## config.mk

```make
export PLATFORM = sky130hd
export DESIGN_NAME = bist_session_scheduler
export DESIGN_NICKNAME = d
export VERILOG_FILES = /design/src/rtl/bist_sched_pkg.sv /design/src/rtl/bist_lsb_picker.sv /design/src/rtl/bist_session_scheduler.sv
export SDC_FILE = /design/constraint.sdc
export NUM_CORES = 1
export LEC_CHECK = 0
export ABC_AREA = 0
export BUFFER_PORTS_ARGS = -buffer_cell sky130_fd_sc_hd__buf_4
export CAP_MARGIN = 0
export CELL_PAD_IN_SITES_DETAIL_PLACEMENT = 0
export CELL_PAD_IN_SITES_GLOBAL_PLACEMENT = 1
export CORE_AREA = 2 2 84 86
export CTS_CLUSTER_SIZE = 12
export DETAILED_ROUTE_END_ITERATION = 10
export DIE_AREA = 0 0 86 88
export GPL_TIMING_DRIVEN = 0
export PLACE_DENSITY = 0.78
export REMOVE_ABC_BUFFERS = 1
export SLEW_MARGIN = 20
export SYNTH_ARGS = -nofsm -noshare
export SYNTH_HDL_FRONTEND = slang
export SYNTH_SLANG_ARGS = --single-unit
```

## constraint.sdc

```tcl
create_clock -name clk -period 3 [get_ports clk]
set_clock_uncertainty 0.05 [all_clocks]
set_input_delay 0.15 -clock clk [delete_from_list [all_inputs] [get_ports clk]]
set_output_delay 0.15 -clock clk [all_outputs]
set_load 0.01 [all_outputs]
```

## src/rtl/bist_sched_pkg.sv

```systemverilog
// Shared encodings and width helpers for the logic-BIST session scheduler.
package bist_sched_pkg;

  typedef enum logic [3:0] {
    IDLE     = 4'd0,
    SELECT   = 4'd1,
    RST_CORE = 4'd2,
    GEN_DATA = 4'd3,
    SHIFT    = 4'd4,
    NORMAL   = 4'd5,
    SIGN     = 4'd6,
    COMPARE  = 4'd7,
    DONE     = 4'd8
  } state_t;

  // Counters get one spare bit so the terminal compare never needs a wrap.
  function automatic int cnt_w(input int x);
    return $clog2(x) + 1;
  endfunction

  function automatic int idx_w(input int n);
    return (n > 1) ? $clog2(n) : 1;
  endfunction

endpackage

```

## src/rtl/bist_lsb_picker.sv

```systemverilog
// Combinational lowest-set-bit picker: one-hot, binary index and empty flag.
module bist_lsb_picker
  import bist_sched_pkg::*;
#(
  parameter int N  = 4,
  parameter int IW = idx_w(N)
) (
  input  logic [N-1:0]  i_pending,
  output logic [N-1:0]  o_onehot,
  output logic [IW-1:0] o_idx,
  output logic          o_none
);

  always_comb begin
    o_onehot = i_pending & (~i_pending + {{(N-1){1'b0}}, 1'b1});
    o_none   = ~|i_pending;
    o_idx    = '0;
    // Descending scan so the lowest set bit is the last writer.
    for (int i = N - 1; i >= 0; i--) begin
      if (i_pending[i]) o_idx = IW'(i);
    end
  end

endmodule

```

## src/rtl/bist_session_scheduler.sv

```systemverilog
// Sequences BIST sessions over cores sharing one PRPG/SRSG/SISA/MISR socket.
// Optional: define BIST_ABORT_EN to add the abort input and aborted flag.
module bist_session_scheduler
  import bist_sched_pkg::*;
#(
  parameter int NUM_CORES    = 4,
  parameter int CHAIN_LEN    = 16,
  parameter int NUM_PATTERNS = 50,
  parameter int SIG_WIDTH    = 16
) (
  input  logic                           clk,
  input  logic                           rstIn,
  input  logic                           start,
  input  logic [NUM_CORES-1:0]           core_mask,
  input  logic [SIG_WIDTH-1:0]           misr_sig,
  input  logic [NUM_CORES*SIG_WIDTH-1:0] golden_sig,
`ifdef BIST_ABORT_EN
  input  logic                           abort,
  output logic                           aborted,
`endif
  output logic [NUM_CORES-1:0]           core_sel,
  output logic                           NbarT,
  output logic                           rstOut,
  output logic                           PRPG_En,
  output logic                           SRSG_En,
  output logic                           SISA_En,
  output logic                           MISR_En,
  output logic                           busy,
  output logic                           done,
  output logic [NUM_CORES-1:0]           pass_vec,
  output logic [NUM_CORES-1:0]           fail_vec
);

  localparam int SHW = cnt_w(CHAIN_LEN);
  localparam int PTW = cnt_w(NUM_PATTERNS);
  localparam int IW  = idx_w(NUM_CORES);
  localparam logic [SHW-1:0] SH_LAST = SHW'(CHAIN_LEN - 1);
  localparam logic [PTW-1:0] PT_LAST = PTW'(NUM_PATTERNS - 1);

  state_t                 r_state;
  logic [NUM_CORES-1:0]   r_pending;
  logic [NUM_CORES-1:0]   r_core_sel;
  logic [IW-1:0]          r_core_idx;
  logic [SHW-1:0]         r_sh_cnt;
  logic [PTW-1:0]         r_pt_cnt;
  logic [NUM_CORES-1:0]   r_pass_vec;
  logic [NUM_CORES-1:0]   r_fail_vec;

  logic [NUM_CORES-1:0]   w_onehot;
  logic [IW-1:0]          w_idx;
  logic                   w_none;
  logic [SIG_WIDTH-1:0]   w_gold;
  logic                   w_abort;

  bist_lsb_picker #(.N(NUM_CORES), .IW(IW)) u_pick (
    .i_pending (r_pending),
    .o_onehot  (w_onehot),
    .o_idx     (w_idx),
    .o_none    (w_none)
  );

  assign w_gold = golden_sig[r_core_idx*SIG_WIDTH +: SIG_WIDTH];

`ifdef BIST_ABORT_EN
  logic r_aborted;
  assign aborted = r_aborted;
  assign w_abort = abort && (r_state != IDLE) && (r_state != DONE);
`else
  assign w_abort = 1'b0;
`endif

  always_ff @(posedge clk or posedge rstIn) begin
    if (rstIn) begin
      r_state    <= IDLE;
      r_pending  <= '0;
      r_core_sel <= '0;
      r_core_idx <= '0;
      r_sh_cnt   <= '0;
      r_pt_cnt   <= '0;
      r_pass_vec <= '0;
      r_fail_vec <= '0;
`ifdef BIST_ABORT_EN
      r_aborted  <= 1'b0;
`endif
    end else begin
      case (r_state)
        IDLE: begin
          if (start) begin
            r_pending  <= core_mask;
            r_pass_vec <= '0;
            r_fail_vec <= '0;
`ifdef BIST_ABORT_EN
            r_aborted  <= 1'b0;
`endif
            r_state    <= SELECT;
          end
        end
        SELECT: begin
          if (w_none) begin
            r_state <= DONE;
          end else begin
            r_core_idx <= w_idx;
            r_pending  <= r_pending & ~w_onehot;
            r_core_sel <= w_onehot;
            r_state    <= RST_CORE;
          end
        end
        RST_CORE: begin
          r_pt_cnt <= '0;
          r_state  <= GEN_DATA;
        end
        GEN_DATA: begin
          r_sh_cnt <= '0;
          r_state  <= SHIFT;
        end
        SHIFT: begin
          r_sh_cnt <= r_sh_cnt + 1'b1;
          if (r_sh_cnt >= SH_LAST) r_state <= NORMAL;
        end
        NORMAL: r_state <= SIGN;
        SIGN: begin
          r_pt_cnt <= r_pt_cnt + 1'b1;
          r_state  <= (r_pt_cnt < PT_LAST) ? GEN_DATA : COMPARE;
        end
        COMPARE: begin
          // An abort landing here must not leave a verdict for this core.
          if (!w_abort) begin
            if (misr_sig == w_gold) r_pass_vec[r_core_idx] <= 1'b1;
            else                    r_fail_vec[r_core_idx] <= 1'b1;
          end
          r_state <= SELECT;
        end
        DONE: begin
          r_core_sel <= '0;
          r_state    <= IDLE;
        end
        default: r_state <= IDLE;
      endcase
      if (w_abort) begin
        r_state   <= DONE;
`ifdef BIST_ABORT_EN
        r_aborted <= 1'b1;
`endif
      end
    end
  end

  // Socket controls are a pure function of the current state.
  always_comb begin
    NbarT   = 1'b0;
    rstOut  = 1'b0;
    PRPG_En = 1'b0;
    SRSG_En = 1'b0;
    SISA_En = 1'b0;
    MISR_En = 1'b0;
    done    = 1'b0;
    case (r_state)
      RST_CORE: begin rstOut = 1'b1; NbarT = 1'b1; end
      GEN_DATA: PRPG_En = 1'b1;
      SHIFT:    begin NbarT = 1'b1; SRSG_En = 1'b1; SISA_En = 1'b1; end
      SIGN:     MISR_En = 1'b1;
      DONE:     done = 1'b1;
      default:  ;
    endcase
  end

  assign busy     = (r_state != IDLE);
  assign core_sel = r_core_sel;
  assign pass_vec = r_pass_vec;
  assign fail_vec = r_fail_vec;

endmodule

```

Word-level counts from Yosys, hierarchy flattened
Cells that the tools add are included.
{ "word_totals": {"register_bits": 34, "latch_bits": 0, "ramBits": 0, "rom_bits": 0, "out_inout_bits": 20, "mem_count": 0} }
{ "classes": {"add_sub_neg": 3, "mul": 0, "div": 0, "n_lt_le_gt_ge": 4, "n_eq_ne": 14, "shifts": 1, "n_mux": 29, "bitwise_logic": 6, "reduce_logical": 16} }
{ "ops": {"columns": ["operator", "count"], "rows": [
  ["variable part select 64 x 7 -> 16 bit", 1],
  ["two-way mux 4 bit", 9],
  ["one-hot mux 4 bit (2 select lines)", 4],
  ["one-hot mux 4 bit (8 select lines)", 1],
  ["equality test 16 bit", 1],
  ["equality test 4 x 3 -> 1 bit (second input constant)", 4],
  ["one-hot mux 7 bit (2 select lines)", 1],
  ["one-hot mux 5 bit (2 select lines)", 1],
  ["nonzero test 2 bit", 5],
  ["AND reduction 3 bit", 3],
  ["AND 4 bit", 2],
  ["equality test 4 x 2 -> 1 bit (second input constant)", 2],
  ["two-way mux 2 bit", 4],
  ["!= test 2 bit (second input constant)", 4],
  ["NOT 4 bit", 2],
  ["bitwise OR 4 bit", 2],
  ["adder 7 x 1 -> 7 bit (second input constant)", 1],
  ["< comparator 7 x 6 -> 1 bit (second input constant)", 1],
  ["two-way mux 1 bit", 7],
  ["AND reduction 2 bit", 3],
  ["adder 5 x 1 -> 5 bit (second input constant)", 1],
  [">= comparator 5 x 4 -> 1 bit (second input constant)", 1],
  ["adder 4 x 1 -> 4 bit (second input constant)", 1],
  ["equality test 4 x 1 -> 1 bit (second input constant)", 1],
  ["11 further kinds", 11]
]} }

Depth between registers and ports, before layout
Gate-level depths: netlist of run 1.
{ "logic_depth": {"ltp_word": 7, "mapped_depth": 7, "mapped_depth_nobuf": 6} }

Modules after synthesis
Synthesis of run 1 repeated with hierarchy kept, for this count alone.
{ "unflattened": {"cells_unflattened": 218, "hier_area_um2": 2229.6} }
{ "by_module_without_submodules": {"columns": ["module", "n_inst", "cells_per_inst", "area_each_um2", "seq_area_each_um2"], "rows": [
  ["bist_session_scheduler", 1, 208, 2159.6, 850.8],
  ["bist_lsb_picker", 1, 10, 70.1, 0.0]
]} }

Worst setup path after synthesis of run 1
OpenSTA, ideal clock, no wires.
{ "synth_timing": {"path_type": "reg2reg", "startpoint": "register r_core_idx[1]", "endpoint": "register r_pass_vec[0] (netlist: pass_vec[0])", "arrival_time_ps": 2068, "t_required_ps": 2882, "slack_ps": 814, "stages_incl_launch_ff": 8, "synth_period_minus_slack_ps": 2186, "path_cell_list": "dfrtp_1 > buf_2 > buf_1 > mux4_2 > xnor2_1 > nand4_1 > nor4_4 > a32o_1"} }
{ "synth_between": {"elab_chain_len": 7, "word_cells_on_any_way": 12} }
{ "synth_lines": {"columns": ["item", "line_no", "text"], "rows": [
  ["start, declared", "bist_session_scheduler.sv:43", "logic [IW-1:0] r_core_idx;"],
  ["start signal, assigned", "bist_session_scheduler.sv:102", "r_core_idx <= w_idx;"],
  ["branches (longest 7 deep; another with variable part select 64 x 7 -> 16 bit)", null, null],
  ["end signal, assigned", "bist_session_scheduler.sv:80", "r_pass_vec <= '0;"],
  ["end signal, assigned", "bist_session_scheduler.sv:90", "r_pass_vec <= '0;"],
  ["end signal, assigned by index", "bist_session_scheduler.sv:128", "if (misr_sig == w_gold) r_pass_vec[r_core_idx] <= 1'b1;"],
  ["end, declared", "bist_session_scheduler.sv:46", "logic [NUM_CORES-1:0] r_pass_vec;"]
]} }
Several ways; the timed one is not identified. The select of a mux whose other input is x is not followed.
A chain may end at the register's enable or synchronous reset.

Final worst setup path of run 1
{ "layout_timing": {"startpoint": "register r_core_idx[0]", "endpoint": "register r_pass_vec[0] (netlist: pass_vec[0])"} }
The elaborated chain is that of the path after synthesis.

==> run summary, run 1 <==
total CTS buffers -> 5
final worst-path cycle share -> 0.871
setup repair bufs after CTS -> 0
synth warn -> 0
num ports -> 107
Post-Syn Area -> 2220 um2
final setup fails -> 0
Final Wtd Congestion -> 0.777
Die Height -> 88 um
Root Buffer -> clkbuf_8
layout cells sized above 1 -> 0.424
peak supply drop -> 0.238 mV
clk sinks -> 34
RSZ-0062 raised after global routing -> no
# diodes -> 0
dpl cells -> 385
CP Capture Type -> flop
Required @ worst endpoint -> 3170 ps
most frequent cells in the layout -> 106 x buf_4, 33 x dfrtp_1, 25 x nand2_1, 18 x nor2_1, 18 x xnor2_1
DRT iter0 DRCs -> 60
Cell variety after synth -> 40
Detailed Route WL -> 6070 um
sequential area share after synthesis -> 0.383
Nets -> 403
data arrival time of the worst path -> 2790 ps
die area -> 7570 um2
Synth Flop Type -> dfrtp_1
largest net degree at the start of global routing -> 35
Worst-Margin Slew -> 1010 ps
post-synthesis average cell area -> 10.5 um2
multi-input logic area -> 1270 um2
core area -> 6640 um2
maximum clock rate -> 0.383 GHz
worst-path fanout max -> 23
total grt overflow -> 0
status -> finished, final reports clean
Power Total -> 2220 uW
Clock Tree Buf Depth -> 2
EDFF count, synth -> 0
Worst Hold Class -> in -> reg
post-synthesis cell count -> 212
DP HPWL -> 4720 um
Initial Util -> 0.334
cells resized by post-CTS repair -> 0
Clk Latency, worst-skew pair -> 280 ps
row count -> 30
post-route ant nets -> 0
clock-pin slew on the worst setup and hold paths -> 70 ps
most common cell after layout, fill and taps aside -> buf_4
CP Class -> reg -> reg
first-pass iteration count of the detailed router -> 4
Routed WL per cell -> 15.4 um
Post-synth ARST share -> 1.00
PwrDens -> 701 nW/um2
vias in the first global route -> 2056
slew margin rel. -> 0.321
placed instance area -> 3050 um2
H-Tree Depth -> 2
Area Growth Syn to Fin -> 42.5%
CTS tree -> yes
initial antenna violation count -> 0
Final Cell Area -> 3160 um2
global-route wire length before repair -> 9800 um
GRT Resource Usage Total -> 0.165
Hold Vio Cnt, Final -> 0
Slew Viols, Final -> 0
startpoint types -> flop
Post-Layout Cell Count -> 394
Tmin final -> 2610 ps
Via-to-Cell Ratio -> 5.25
Leak Pwr -> 0.00148 uW
via count -> 2067
DRC viols -> 0
register area -> 852 um2
Die Span X -> 86 um
input/output buffers -> 106
Filler cells -> 657
Synth Register Bits -> 34
MaxCap Viol Count -> 0
post-route core utilization -> 0.476
## what timing repair did
action,in CTS,in global routing
hold buffers,1,0
endpoints found under the setup margin,0,0
endpoints found under the hold margin,34,0
## layout make-up
type                       instances  share of cell area
multi-input combinational        158               0.403
clock buffer                       7              0.0241
tap                               80              0.0316
inverter                           7             0.00830
sequential                        34               0.269
timing repair buffer             107               0.255
clock inverter                     1             0.00949
## per-layer routing
layer  track usage  up-vias  routed length, um
met5             0        -                  0
met4        0.0390        0                 42
met3        0.0424        5                545
met2         0.311       80               3090
met1         0.186      991               2390
li1              -      991                  -
## worst max-delay path: stages, from the launching register on
cell,delay [ps]
dfrtp_2,780
mux4_2,590
xnor2_1,180
nand4_1,170
nor4_4,530
a32o_1,240
## metrics by stage
| step | TNS [ps] | hold WS (ps) | setup slack (ps) |
|---|---|---|---|
| finish | 0 | 25.5 | 387 |
| global route | 0 | 37.3 | 103 |
| CTS | 0 | 22.2 | 302 |
| detailed placement | 0 | 279 | 330 |
| global placement | -263 | 313 | -63.4 |
| floorplan | 0 | 217 | 396 |
## synth_stat cells (2+ instances only)
| master | n | area share |
|---|---|---|
| a2111oi_0 | 2 | 0.0079 |
| a21oi_1 | 2 | 0.0045 |
| a22o_1 | 7 | 0.028 |
| a32o_1 | 2 | 0.0090 |
| and3_1 | 2 | 0.0056 |
| and4_1 | 2 | 0.0079 |
| buf_2 | 2 | 0.0045 |
| buf_6 | 2 | 0.010 |
| clkbuf_1 | 7 | 0.012 |
| dfrtp_1 | 34 | 0.38 |
| ha_1 | 3 | 0.017 |
| inv_1 | 7 | 0.012 |
| mux2i_1 | 4 | 0.018 |
| mux4_2 | 16 | 0.16 |
| nand2_1 | 25 | 0.042 |
| nand2b_1 | 3 | 0.0085 |
| nand3_1 | 5 | 0.011 |
| nand3b_1 | 3 | 0.010 |
| nand4_1 | 4 | 0.011 |
| nor2_1 | 18 | 0.030 |
| nor3_1 | 5 | 0.011 |
| nor4_1 | 2 | 0.0056 |
| o21a_1 | 3 | 0.010 |
| o21ai_0 | 11 | 0.025 |
| o21ai_1 | 2 | 0.0045 |
| o31ai_1 | 6 | 0.020 |
| or4_1 | 2 | 0.0068 |
| xnor2_1 | 18 | 0.071 |
| xor2_1 | 2 | 0.0079 |
## path summary, 6_finish.rpt
kind	start	end	slack [ps]	cells past startpoint
worst max-delay path	r_core_idx[0]	pass_vec[0]	390	5
max in group asynchronous	rstIn	r_core_idx[0]	1870	3
min in group asynchronous	rstIn	fail_vec[0]	510	3
worst min-delay path	core_mask[0]	r_pending[0]	30	3
worst max register to register	r_core_idx[0]	pass_vec[0]	390	5
worst min register to register	fail_vec[1]	fail_vec[1]	440	2
## sequential cells by signal (all words and copies together) (netlist names)
register and cells:
pass_vec 4, core_sel 4, r_state 4, r_pt_cnt 7
r_core_idx 2, r_sh_cnt 5, r_pending 4, fail_vec 4
## cells by family (layout without fill, tap and decap cells)
logic type	after synthesis	count (layout)	share of synthesized area
mux	20	20	0.180
simple gates	76	76	0.174
buf+inv	20	122	0.0434
xor+xnor	20	20	0.0789
flops	34	34	0.383
compound gates	39	39	0.124
fa+ha+maj	3	3	0.0169
## report_power, final
part           internal (uW)  switching (uW)  leakage, uW
sequential               572             243     0.000455
combinational            558             431     0.000972
clock                    249             163    0.0000524
No activity file was read; power rests on OpenSTA's default activity.
==> run 2, diff against run 1 <==
==> constraint.sdc (replaced) <==
create_clock -name clk -period 3 [get_ports clk]
set_clock_uncertainty 0.05 [all_clocks]
set_input_delay 0.6 -clock clk [delete_from_list [all_inputs] [get_ports clk]]
set_output_delay 0.6 -clock clk [all_outputs]
set_load 0.01 [all_outputs]
==> run summary, run 2 (synthesis gave the netlist of run 1 again) <==
DP HPWL -> 4720 um (unchanged)
Tmin final -> 2620 ps (+3.74 ps)
total grt overflow -> 0 (unchanged)
slew margin rel. -> 0.313 (-0.00818)
clock-pin slew on the worst setup and hold paths -> 70 ps (about the same)
status -> finished, final reports clean
Worst path slowest cell -> dfrtp_2
Final Wtd Congestion -> 0.777 (unchanged)
CP delay by family, top -> flip-flops
die area -> 7570 um2 (unchanged)
Die Height -> 88 um (unchanged)
placed instance area -> 3050 um2 (unchanged)
clk sinks -> 34 (unchanged)
CP bufs+invs -> 0 (unchanged)
max reg flops -> 7 (unchanged)
setup repair bufs after CTS -> 0 (unchanged)
DRT iter0 DRCs -> 64 (+6.7%)
Leak Pwr -> 0.00147 uW (-0.28%)
post-route core utilization -> 0.475 (-0.00151)
Filler cells -> 657 (unchanged)
data arrival time of the worst path -> 2790 ps (about the same)
Via-to-Cell Ratio -> 5.23 (-0.23%)
CTS Hold Bufs -> 0 (-1)
Detailed Route WL -> 6080 um (about the same)
row count -> 30 (unchanged)
final setup fails -> 0 (unchanged)
Worst-Margin Slew -> 1020 ps (+12.2 ps)
num ports -> 107 (unchanged)
CP Class -> reg -> reg
first-pass iteration count of the detailed router -> 4 (unchanged)
Required @ worst endpoint -> 3180 ps (about the same)
total CTS buffers -> 5 (unchanged)
Slowest Stage Delay on Critical Path -> 780 ps (about the same)
MaxCap Viol Count -> 0 (unchanged)
DRC viols -> 0 (unchanged)
worst reg2reg setup slack -> 380 ps (about the same)
layout cells sized above 1 -> 0.425 (+0.00135)
most common cell after layout, fill and taps aside -> buf_4
crit path cell chain -> mux4_2 -> xnor2_1 -> nand4_1 -> nor4_4 -> a32o_1
peak supply drop -> 0.240 mV (+0.61%)
post-route ant nets -> 0 (unchanged)
global-route wire length before repair -> 9800 um (unchanged)
worst-path fanout max -> 23 (unchanged)
largest net degree at the start of global routing -> 35 (unchanged)
initial antenna violation count -> 0 (unchanged)
Clk Latency, worst-skew pair -> 280 ps (about the same)
setup_tns -> 0 ps (unchanged)
# diodes -> 0 (unchanged)
Initial Util -> 0.334 (unchanged)
via count -> 2057 (-0.48%)
Slew Viols, Final -> 0 (unchanged)
Clock Tree Buf Depth -> 2 (unchanged)
Worst Hold Class -> in -> async
PwrDens -> 703 nW/um2 (+0.39%)
most frequent cells in the layout -> 106 x buf_4, 33 x dfrtp_1, 25 x nand2_1, 18 x nor2_1, 18 x xnor2_1
Power Total -> 2220 uW (about the same)
maximum clock rate -> 0.382 GHz (-0.14%)
final worst-path cycle share -> 0.872 (+0.00125)
Final Cell Area -> 3150 um2 (-0.32%)
core area -> 6640 um2 (unchanged)
CTS tree -> yes
Root Buffer -> clkbuf_8
GRT Resource Usage Total -> 0.165 (unchanged)
Nets -> 402 (-0.25%)
cells resized by post-CTS repair -> 0 (unchanged)
Most flops, register -> r_pt_cnt
Area Growth Syn to Fin -> 42.0%
startpoint types -> flop
input/output buffers -> 106 (unchanged)
Routed WL per cell -> 15.5 um (+0.34%)
Die Span X -> 86 um (unchanged)
vias in the first global route -> 2056 (unchanged)
H-Tree Depth -> 2 (unchanged)
CP Capture Type -> flop
top flop regs -> r_pt_cnt (7), r_sh_cnt (5)
Hold Vio Cnt, Final -> 0 (unchanged)
RSZ-0062 raised after global routing -> no
==> run 2: cell types whose count changed in the layout (fill, tap and decap cells not counted) <==
cell           previous run  this run
dlygate4sd3_1             1         0
==> run 2: stage by stage <==
step / hold slack (ps) / instances / setup slack [ps]
2_1_floorplan: 406 / 199 / 396
3_3_place_gp: 414 / 385 / -63.4
3_5_place_dp: 429 / 385 / 330
4_1_cts: 423 / 393 / 302
5_1_grt: 466 / 393 / 103
6_report: 393 / 393 / 383
==> run 2: routing by layer <==
metal	vias up	part of all wire	GRT usage
met3	5	0.087	0.0424
li1	989	-	-
met1	986	0.40	0.186
met2	77	0.51	0.311
met4	0	0.0066	0.0390
met5	-	0	0
==> run 2: area by class of cell <==
class / count / area, um2 / area share
clock inverter: 1 / 30.0 / 0.00952
multi-input combinational: 158 / 1270 / 0.404
sequential: 34 / 852 / 0.270
timing repair buffer: 106 / 796 / 0.252
inverter: 7 / 26.3 / 0.00833
tap: 80 / 100 / 0.0317
clock buffer: 7 / 76.3 / 0.0242
==> run 2: path summary, 6_finish.rpt <==
| path | from | end | cells past startpoint |
|---|---|---|---|
| min in group clk | fail_vec[1] | fail_vec[1] | 2 |
| worst min register to register | fail_vec[1] | fail_vec[1] | 2 |
| worst max register to register | r_core_idx[0] | pass_vec[0] | 5 |
| worst min-delay path | rstIn | fail_vec[0] | 2 |
| worst max-delay path | r_core_idx[0] | pass_vec[0] | 5 |
| max in group asynchronous | rstIn | r_core_idx[0] | 2 |
==> run 2: power breakdown <==
part           switching (uW)  internal (uW)
Clock                     165            249
Sequential                244            572
Combinational             431            558
==> run 3, diff against run 2 <==
- clock period: 3 -> 2.8 ns (I/O delays scaled with it)
==> run summary, run 3 (synthesis gave the netlist of run 1 again) <==
first-pass iteration count of the detailed router -> 4 (unchanged)
CP Class -> reg -> out
slew margin rel. -> 0.319 (+0.00595)
post-route core utilization -> 0.475 (about the same)
row count -> 30 (unchanged)
Worst Hold Class -> in -> async
clk sinks -> 34 (unchanged)
most frequent cells in the layout -> 106 x buf_4, 33 x dfrtp_1, 25 x nand2_1, 18 x nor2_1, 18 x xnor2_1
Area Growth Syn to Fin -> 42.1% (about the same)
Nets -> 402 (unchanged)
Detailed Route WL -> 6070 um (-0.13%)
post-route ant nets -> 0 (unchanged)
Slew Viols, Final -> 0 (unchanged)
Tmin final -> 2510 ps
max reg flops -> 7 (unchanged)
# diodes -> 0 (unchanged)
PwrDens -> 753 nW/um2 (+7.0%)
via count -> 2061 (+0.19%)
die area -> 7570 um2 (unchanged)
total grt overflow -> 0 (unchanged)
setup repair bufs after CTS -> 0 (unchanged)
Post-Layout Cell Count -> 393 (unchanged)
worst-path fanout max -> 12 (-48%)
Filler cells -> 656 (-0.15%)
global-route wire length before repair -> 9800 um (unchanged)
Die Height -> 88 um (unchanged)
final setup fails -> 0 (unchanged)
GRT Resource Usage Total -> 0.165 (unchanged)
vias in the first global route -> 2056 (unchanged)
initial antenna violation count -> 0 (unchanged)
DRC viols -> 0 (unchanged)
DP HPWL -> 4720 um (unchanged)
CTS tree -> yes
Via-to-Cell Ratio -> 5.24 (+0.19%)
Clock Tree Buf Depth -> 2 (unchanged)
Worst-Margin Slew -> 1010 ps (-8.85 ps)
core area -> 6640 um2 (unchanged)
RSZ-0062 raised after global routing -> no
input/output buffers -> 106 (unchanged)
largest net degree at the start of global routing -> 35 (unchanged)
total CTS buffers -> 5 (unchanged)
Hold Vio Cnt, Final -> 0 (unchanged)
Clk Latency, worst-skew pair -> 280 ps (about the same)
clock-pin slew on the worst setup and hold paths -> 70 ps (about the same)
num ports -> 107 (unchanged)
maximum clock rate -> 0.399 GHz
layout cells sized above 1 -> 0.425 (unchanged)
DRT iter0 DRCs -> 71 (+11%)
Required @ worst endpoint -> 2190 ps (-990 ps)
Root Buffer -> clkbuf_8
worst r2r path cells -> 5 (unchanged)
data arrival time of the worst path -> 1900 ps (-890 ps)
CTS Hold Bufs -> 0 (unchanged)
Most flops, register -> r_pt_cnt
startpoint types -> flop
final worst-path cycle share -> 0.896
Initial Util -> 0.334 (unchanged)
Final Wtd Congestion -> 0.777 (unchanged)
cells resized by post-CTS repair -> 0 (unchanged)
H-Tree Depth -> 2 (unchanged)
status -> finished, final reports clean
MaxCap Viol Count -> 0 (unchanged)
Routed WL per cell -> 15.4 um (-0.13%)
CP Capture Type -> output pin
dpl cells -> 385 (unchanged)
Leak Pwr -> 0.00147 uW (about the same)
peak supply drop -> 0.256 mV (+6.7%)
top flop regs -> r_pt_cnt (7), r_sh_cnt (5)
Die Span X -> 86 um (unchanged)
most common cell after layout, fill and taps aside -> buf_4
-- run 3: path summary, 6_finish.rpt --
check,start,to,slack (ps)
min in group clk,core_mask[0],r_pending[0],440
worst min register to register,fail_vec[1],fail_vec[1],440
worst max-delay path,r_state[0],NbarT,290
worst max register to register,r_core_idx[1],pass_vec[0],290
worst min-delay path,rstIn,fail_vec[0],350
max in group asynchronous,rstIn,r_core_idx[0],1800
-- run 3: through the flow --
stage	hold WS, ps	setup WS (ps)	TNS, ps	cell area [um2]	power, uW
after global routing	426	26.4	0	3160	2570
after detailed placement	429	130	0	3050	1960
final	353	291	0	3160	2380
after global placement	414	-263	-1860	3050	1950
after CTS	383	102	0	3150	2410
after floorplan	406	196	0	2150	1550
-- run 3: metal layers --
layer | vias to the layer above | wire, um | global-route usage
met3 | 5 | 545 | 0.0424
li1 | 988 | - | -
met2 | 80 | 3080 | 0.311
met5 | - | 0 | 0
met4 | 0 | 42 | 0.0390
met1 | 988 | 2400 | 0.186
-- run 3: power breakdown --
group | total [uW] | internal (uW) | switching, uW | leakage (uW)
logic | 1060 | 598 | 462 | 0.000967
registers | 876 | 615 | 261 | 0.000455
clock network | 441 | 266 | 175 | 0.0000524
total | 2380 | 1480 | 897 | 0.00147
-- run 3: cell type report --
type | instances | area [um2] | area share
Multi-Input combinational cell | 158 | 1270 | 0.403
Sequential cell | 34 | 855 | 0.271
Timing Repair Buffer | 106 | 796 | 0.252
Tap cell | 80 | 100 | 0.0317
Clock buffer | 7 | 76.3 | 0.0242
Clock inverter | 1 | 30.0 | 0.00951
Inverter | 7 | 26.3 | 0.00832
-- run 3: critical path, cell delays in order, from the launching register on --
cell and delay [ps]:
dfrtp_1 600, nor2_1 160, nand3b_1 230, inv_1 160
or2_2 310, buf_4 140
